<file path="src/rtl/gadget_drop.sv">
// Falling power-up gadgets: spawned where a brick breaks, moved once per frame,
// checked one slot per cycle against the paddle, and rendered for the VGA scan.
`ifndef PIXELX_BIT_CNT
`define PIXELX_BIT_CNT 10
`endif
`ifndef PIXELY_BIT_CNT
`define PIXELY_BIT_CNT 10
`endif

module gadget_drop #(
    parameter int SLOTS     = 4,
    parameter int FALL_STEP = 2,
    parameter int GADGET_W  = 16,
    parameter int GADGET_H  = 8,
    parameter int SCREEN_H  = 480
) (
    input  logic                       clk,
    input  logic                       rst,
    input  logic                       i_frame_tick,
    input  logic                       i_gen,
    input  logic [3:0]                 i_gen_type,
    input  logic [`PIXELX_BIT_CNT-1:0] i_gen_x,
    input  logic [`PIXELY_BIT_CNT-1:0] i_gen_y,
    input  logic [`PIXELX_BIT_CNT-1:0] i_paddle_x,
    input  logic [`PIXELY_BIT_CNT-1:0] i_paddle_y,
    input  logic [6:0]                 i_paddle_half,
    input  logic                       i_clear,
    input  logic [`PIXELX_BIT_CNT-1:0] DrawX,
    input  logic [`PIXELY_BIT_CNT-1:0] DrawY,
    output logic [3:0]                 o_is_gadget,
    output logic                       o_catch,
    output logic [3:0]                 o_catch_type,
    output logic                       o_overflow,
    output logic [2:0]                 o_active
);
    localparam int XW = `PIXELX_BIT_CNT;
    localparam int YW = 10;
    localparam int KW = (SLOTS > 1) ? $clog2(SLOTS) : 1;
    localparam int CW = 16;

    localparam logic [CW-1:0] HALF_W = CW'(GADGET_W / 2);
    localparam logic [CW-1:0] GW_C   = CW'(GADGET_W);
    localparam logic [CW-1:0] GH_C   = CW'(GADGET_H);
    localparam logic [YW-1:0] SH_Y   = YW'(SCREEN_H);
    localparam logic [YW-1:0] STEP_Y = YW'(FALL_STEP);
    localparam logic [XW-1:0] HALF_X = XW'(GADGET_W / 2);
    localparam logic [KW-1:0] LAST_K = KW'(SLOTS - 1);

    typedef enum logic [1:0] {IDLE, MOVE, CHECK} state_t;

    state_t state_q, state_d;
    logic [KW-1:0] k_q, k_d;

    logic [SLOTS-1:0]         valid_q, valid_d;
    logic [SLOTS-1:0][3:0]    type_q, type_d;
    logic [SLOTS-1:0][XW-1:0] x_q, x_d;
    logic [SLOTS-1:0][YW-1:0] y_q, y_d;

    logic          pend_v_q, pend_v_d;
    logic [3:0]    pend_type_q, pend_type_d;
    logic [XW-1:0] pend_x_q, pend_x_d;
    logic [YW-1:0] pend_y_q, pend_y_d;

    logic       catch_q, catch_d;
    logic [3:0] catch_type_q, catch_type_d;
    logic       ovf_q, ovf_d;
    logic [2:0] active_q, active_d;

    logic is_idle, is_move, is_check, last_k;
    logic spawn_ok;
    logic [XW-1:0] spawn_x;
    logic [YW-1:0] spawn_y;
    logic free_found;
    logic [KW-1:0] free_idx;
    logic [CW-1:0] cx, cy, px, py, dx;
    logic hit;

    // FSM: state register
    always_ff @(posedge clk or posedge rst) begin
        if (rst) state_q <= IDLE;
        else     state_q <= state_d;
    end

    // FSM: next state
    always_comb begin
        state_d = state_q;
        case (state_q)
            IDLE:    if (i_frame_tick) state_d = MOVE;
            MOVE:    state_d = CHECK;
            CHECK:   if (k_q == LAST_K) state_d = IDLE;
            default: state_d = IDLE;
        endcase
        if (i_clear) state_d = IDLE;
    end

    // FSM: decoded outputs
    always_comb begin
        is_idle  = (state_q == IDLE);
        is_move  = (state_q == MOVE);
        is_check = (state_q == CHECK);
        last_k   = (k_q == LAST_K);
    end

    assign spawn_ok = i_gen && (i_gen_type != 4'd0);
    assign spawn_x  = (i_gen_x < HALF_X) ? '0 : i_gen_x - HALF_X;
    assign spawn_y  = YW'(i_gen_y);

    always_comb begin
        free_found = 1'b0;
        free_idx   = '0;
        for (int i = SLOTS - 1; i >= 0; i--) begin
            if (!valid_q[i]) begin
                free_found = 1'b1;
                free_idx   = KW'(i);
            end
        end
    end

    // Paddle test on slot k; widened so neither sum nor difference can wrap.
    always_comb begin
        cy  = CW'(y_q[k_q]);
        cx  = CW'(x_q[k_q]) + HALF_W;
        py  = CW'(i_paddle_y);
        px  = CW'(i_paddle_x);
        dx  = (cx >= px) ? cx - px : px - cx;
        hit = (cy + GH_C >= py) && (cy <= py) && (dx <= CW'(i_paddle_half) + HALF_W);
    end

    always_comb begin
        valid_d      = valid_q;
        type_d       = type_q;
        x_d          = x_q;
        y_d          = y_q;
        pend_v_d     = pend_v_q;
        pend_type_d  = pend_type_q;
        pend_x_d     = pend_x_q;
        pend_y_d     = pend_y_q;
        catch_d      = 1'b0;
        catch_type_d = 4'd0;
        ovf_d        = 1'b0;
        k_d          = k_q;
        active_d     = 3'd0;

        if (is_idle) begin
            k_d = '0;
            if (pend_v_q) begin
                // Commit cycle: the held spawn wins, any new spawn is lost.
                pend_v_d = 1'b0;
                if (free_found) begin
                    valid_d[free_idx] = 1'b1;
                    type_d[free_idx]  = pend_type_q;
                    x_d[free_idx]     = pend_x_q;
                    y_d[free_idx]     = pend_y_q;
                end else begin
                    ovf_d = 1'b1;
                end
                if (spawn_ok) ovf_d = 1'b1;
            end else if (spawn_ok) begin
                if (free_found) begin
                    valid_d[free_idx] = 1'b1;
                    type_d[free_idx]  = i_gen_type;
                    x_d[free_idx]     = spawn_x;
                    y_d[free_idx]     = spawn_y;
                end else begin
                    ovf_d = 1'b1;
                end
            end
        end else begin
            if (spawn_ok) begin
                if (pend_v_q) begin
                    ovf_d = 1'b1;
                end else begin
                    pend_v_d    = 1'b1;
                    pend_type_d = i_gen_type;
                    pend_x_d    = spawn_x;
                    pend_y_d    = spawn_y;
                end
            end
            if (is_move) begin
                k_d = '0;
                for (int i = 0; i < SLOTS; i++)
                    if (valid_q[i]) y_d[i] = y_q[i] + STEP_Y;
            end
            if (is_check) begin
                if (valid_q[k_q]) begin
                    if (hit) begin
                        valid_d[k_q] = 1'b0;
                        catch_d      = 1'b1;
                        catch_type_d = type_q[k_q];
                    end else if (y_q[k_q] >= SH_Y) begin
                        valid_d[k_q] = 1'b0;
                    end
                end
                k_d = last_k ? '0 : k_q + 1'b1;
            end
        end

        if (i_clear) begin
            valid_d      = '0;
            pend_v_d     = 1'b0;
            catch_d      = 1'b0;
            catch_type_d = 4'd0;
            ovf_d        = 1'b0;
            k_d          = '0;
        end

        for (int i = 0; i < SLOTS; i++)
            active_d = active_d + 3'(valid_d[i]);
    end

    always_ff @(posedge clk or posedge rst) begin
        if (rst) begin
            k_q          <= '0;
            valid_q      <= '0;
            type_q       <= '0;
            x_q          <= '0;
            y_q          <= '0;
            pend_v_q     <= 1'b0;
            pend_type_q  <= 4'd0;
            pend_x_q     <= '0;
            pend_y_q     <= '0;
            catch_q      <= 1'b0;
            catch_type_q <= 4'd0;
            ovf_q        <= 1'b0;
            active_q     <= 3'd0;
        end else begin
            k_q          <= k_d;
            valid_q      <= valid_d;
            type_q       <= type_d;
            x_q          <= x_d;
            y_q          <= y_d;
            pend_v_q     <= pend_v_d;
            pend_type_q  <= pend_type_d;
            pend_x_q     <= pend_x_d;
            pend_y_q     <= pend_y_d;
            catch_q      <= catch_d;
            catch_type_q <= catch_type_d;
            ovf_q        <= ovf_d;
            active_q     <= active_d;
        end
    end

    // Lowest-index slot wins where sprites overlap.
    always_comb begin
        o_is_gadget = 4'd0;
        for (int i = SLOTS - 1; i >= 0; i--) begin
            if (valid_q[i] &&
                (CW'(DrawX) >= CW'(x_q[i])) && (CW'(DrawX) < CW'(x_q[i]) + GW_C) &&
                (CW'(DrawY) >= CW'(y_q[i])) && (CW'(DrawY) < CW'(y_q[i]) + GH_C))
                o_is_gadget = type_q[i];
        end
    end

    assign o_catch      = catch_q;
    assign o_catch_type = catch_type_q;
    assign o_overflow   = ovf_q;
    assign o_active     = active_q;

endmodule

</file>
<file path="config.mk">
export PLATFORM = sky130hd
export DESIGN_NAME = gadget_drop
export DESIGN_NICKNAME = d
export VERILOG_FILES = /design/src/rtl/gadget_drop.sv
export SDC_FILE = /design/constraint.sdc
export NUM_CORES = 1
export LEC_CHECK = 0
export ABC_AREA = 1
export BUFFER_PORTS_ARGS = -buffer_cell sky130_fd_sc_hd__buf_2
export CAP_MARGIN = 20
export CORE_AREA = 5 5 154 156
export DETAILED_ROUTE_END_ITERATION = 6
export DIE_AREA = 0 0 159 161
export GPL_ROUTABILITY_DRIVEN = 0
export PLACE_DENSITY = 0.81
export SYNTH_ARGS = -nofsm -noshare
export SYNTH_HDL_FRONTEND = slang
export SYNTH_SLANG_ARGS = --single-unit
</file>
<file path="constraint.sdc">
create_clock -name clk -period 6.6 [get_ports clk]
set_input_delay 0.66 -clock clk [delete_from_list [all_inputs] [get_ports clk]]
set_output_delay 0.66 -clock clk [all_outputs]
set_load 0.03 [all_outputs]
</file>
==> impl_metrics.sql <==
INSERT INTO impl_metrics (metric_group, metric, value, unit) VALUES
('layout', 'finalNetCount', '2320', ''),
('worst_setup_path', 'timing.critical_path.mode_cell', 'sky130_fd_sc_hd__nand2_1', ''),
('worst_hold_path', 'hold_class', 'input port to asynchronous set/reset pin', ''),
('global_route', 'grt_usage', '31.6', '%'),
('worst_setup_path', 'rr_worst_depth', '35', ''),
('route', 'detail_route.wl_per_cell', '17.6', 'µm'),
('synthesis', 'synth.most_common_cell', 'sky130_fd_sc_hd__nand2_1', ''),
('synthesis', 'yosysTopAreaCellShare', '25.4', '%'),
('clock_network', 'cts.clk_slew.worst_paths', '0.06', 'ns'),
('synthesis', 'synth_nets', '2248', ''),
('route', 'wl_met2', '19000', 'µm'),
('synthesis', 'ys_top_cells_by_count', 'sky130_fd_sc_hd__nand2_1 (488), sky130_fd_sc_hd__inv_1 (255), sky130_fd_sc_hd__ha_1 (205), sky130_fd_sc_hd__o21ai_0 (176), sky130_fd_sc_hd__nor2_1 (166)', ''),
('global_route', 'grt_pass1_vias', '13600', ''),
('synthesis', 'synthTopCellsByArea', 'sky130_fd_sc_hd__dfrtp_1 (25%), sky130_fd_sc_hd__ha_1 (19%), sky130_fd_sc_hd__nand2_1 (13%)', ''),
('floorplanning', 'die_width', '159', 'µm'),
('layout', 'layout.filler_cells', '1955', ''),
('layout', 'register_area', '0.00345', 'mm²'),
('clock_network', 'post_cts_hold_buffer_count', '0', ''),
('floorplanning', 'die_height', '161', 'µm'),
('clock_network', 'cts_htree_levels', '4', ''),
('route', 'drt_wl_total', '41100', 'µm'),
('route', 'met3_length', '3370', 'µm'),
('route', 'route.antenna.remaining_nets', '0', ''),
('clock_network', 'cts.repair.resized', '0', ''),
('synthesis', 'yosysWarnings', '0', ''),
('route', 'detail_route.wirelength.met1', '16200', 'µm'),
('global_route', 'grt.overflow.total', '0', ''),
('timing', 'finalCritPeriodShare', '87.8', '%'),
('placement', 'placed_cell_area', '0.0143', 'mm²'),
('global_route', 'grt_antenna_before_repair', '1', ''),
('clock_network', 'cts_tree', 'built', ''),
('layout', 'n_antenna_cell', '0', ''),
('timing', 'total_setup_violations_reported_at_the_end_of_the_flow', '0', ''),
('placement', 'dp_hpwl', '31400', 'µm'),
('route', 'num_vias', '13800', ''),
('route', 'drt-vias-per-instance', '5.91', ''),
('layout', 'final_layout_size_suffix_gt1_share', '8.05', '%'),
('route', 'top_signal_layer_used', 'met5', ''),
('floorplanning', 'floorplan.initialDensity', '61.1', '%'),
('synthesis', 'synth_area', '0.0136', 'mm²'),
('synthesis', 'syn-instance-count', '1964', ''),
('worst_setup_path', 'worstSetupStartpointType', 'flop', ''),
('floorplanning', 'placement_rows', '55', ''),
('timing', 'timing.final.max_slew_violations', '0', ''),
('clock_network', 'cts_setup_buffers', '0', ''),
('timing', 'finalHoldViolCount', '0', ''),
('worst_setup_path', 'timing.critical_path.arrival', '6.11', 'ns'),
('worst_setup_path', 'critical_path.max_fanout', '15', ''),
('timing', 'timing.final.ws_setup', '0.802', 'ns'),
('worst_setup_path', 'critical_path_class', 'flop to flop', ''),
('floorplanning', 'core', '0.0222', 'mm²'),
('worst_setup_path', 'cpMaxStageDelayCell', 'sky130_fd_sc_hd__dfrtp_2', ''),
('floorplanning', 'io-pin-count', '89', ''),
('global_route', 'grt_first_pass_wirelength', '66700', 'µm'),
('synthesis', 'synth_seq_area_share', '25.4', '%'),
('synthesis', 'ys_ff_latch', '138', ''),
('route', 'drtPass1Iterations', '7', ''),
('timing', 'fin_crit', '5.80', 'ns'),
('placement', 'portBuffers', '88', ''),
('pwr', 'power.density_cell_area', '409', 'mW/mm²'),
('timing', 'fin_hold_ws', '0.415', 'ns'),
('pwr', 'total_leakage_power', '7.62', 'nW'),
('route', 'first_iter_violations', '1217', ''),
('placement', 'place_worst_setup_slack', '0.742', 'ns'),
('run_status', 'run_status', 'finished, final reports clean', ''),
('timing', 'clock.fmax', '172', 'MHz'),
('route', 'drc', '0', ''),
('clock_network', 'cts_buffers', '17', ''),
('floorplanning', 'dieArea', '0.0256', 'mm²'),
('timing', 'worst_pin_slew', '0.934', 'ns'),
('worst_setup_path', 'crit_required', '6.91', 'ns');
cells in the final DEF, fill, tap and decap left out, drive strengths merged, types with 3 or more instances in the layout:
cell    netlist  routed
nand2       494     494
inv         262     265
ha          205     205
o21ai       186     186
nor2        168     168
a21oi       144     144
dfrtp       138     138
buf          23     103
nand3        84      84
xor2         40      40
nor3         32      32
nand4        30      30
xnor2        20      20
clkbuf       27      20
o22ai        15      15
o21a          9       9
nand3b        9       9
o21bai        9       9
a21o          7       7
clkinv        2       7
nor4          6       6
a31oi         5       5
o32ai         5       5
o211ai        5       5
a211oi        5       5
nor3b         5       5
a22oi         5       5
a32oi         4       4
fa            3       3
bufinv        0       3
flip-flops by register name, indices dropped and copies added (netlist names), 4 cells and up:
signal,flops
x_q,40
y_q,40
type_q,16
pend_x_q,10
pend_y_q,10
o_catch_type,4
pend_type_q,4
valid_q,4
layout make-up:
type | instances | area share, %
Clock buffer | 20 | 3.07
Clock inverter | 12 | 1.09
Inverter | 264 | 6.69
Multi-Input combinational cell | 1512 | 59.8
Sequential cell | 138 | 23.2
Tap cell | 285 | 2.40
Timing Repair Buffer | 103 | 3.71
path summary, 6_finish.rpt:
kind | start | end | slack, ns
worst max-delay path | k_q[0] | o_active[1] | 0.80
worst min-delay path | rst | pend_type_q[2] | 0.42
worst max register to register | k_q[0] | o_active[1] | 0.80
worst min register to register | pend_y_q[9] | pend_y_q[9] | 0.48
max in group asynchronous | rst | k_q[0] | 4.97
min in group clk | i_gen_y[5] | pend_y_q[5] | 0.44
critical path: cells and delay by family, from the launching register on:
family | cells | cell delay [ns]
AO/OA/AOI/OAI | 7 | 1.04
XOR/XNOR | 1 | 0.20
adder cells (fa/ha/maj) | 6 | 1.77
buffers and inverters | 5 | 0.56
flip-flops | 1 | 0.50
AND/OR/NAND/NOR | 16 | 1.62
kinds of logic after synthesis:
family	after synthesis	share of synthesized area, %
AND/OR/NAND/NOR	835	25.7
AO/OA/AOI/OAI	405	16.3
buffers and inverters	314	8.97
adder cells (fa/ha/maj)	208	19.3
flip-flops	138	25.4
XOR/XNOR	60	3.87
multiplexers	4	0.313
where the power goes:
part           total, mW  internal (mW)  switching, mW
clock               1.02          0.620          0.400
sequential          1.39           1.13          0.252
combinational       3.68           1.30           2.38
routing by layer:
metal,global-route usage (%),vias to the layer above
li1,-,6641
met4,17.7,2
met3,6.15,185
met5,0,-
met1,38.8,6328
met2,52.4,640
(Power assumes the default switching activity.)
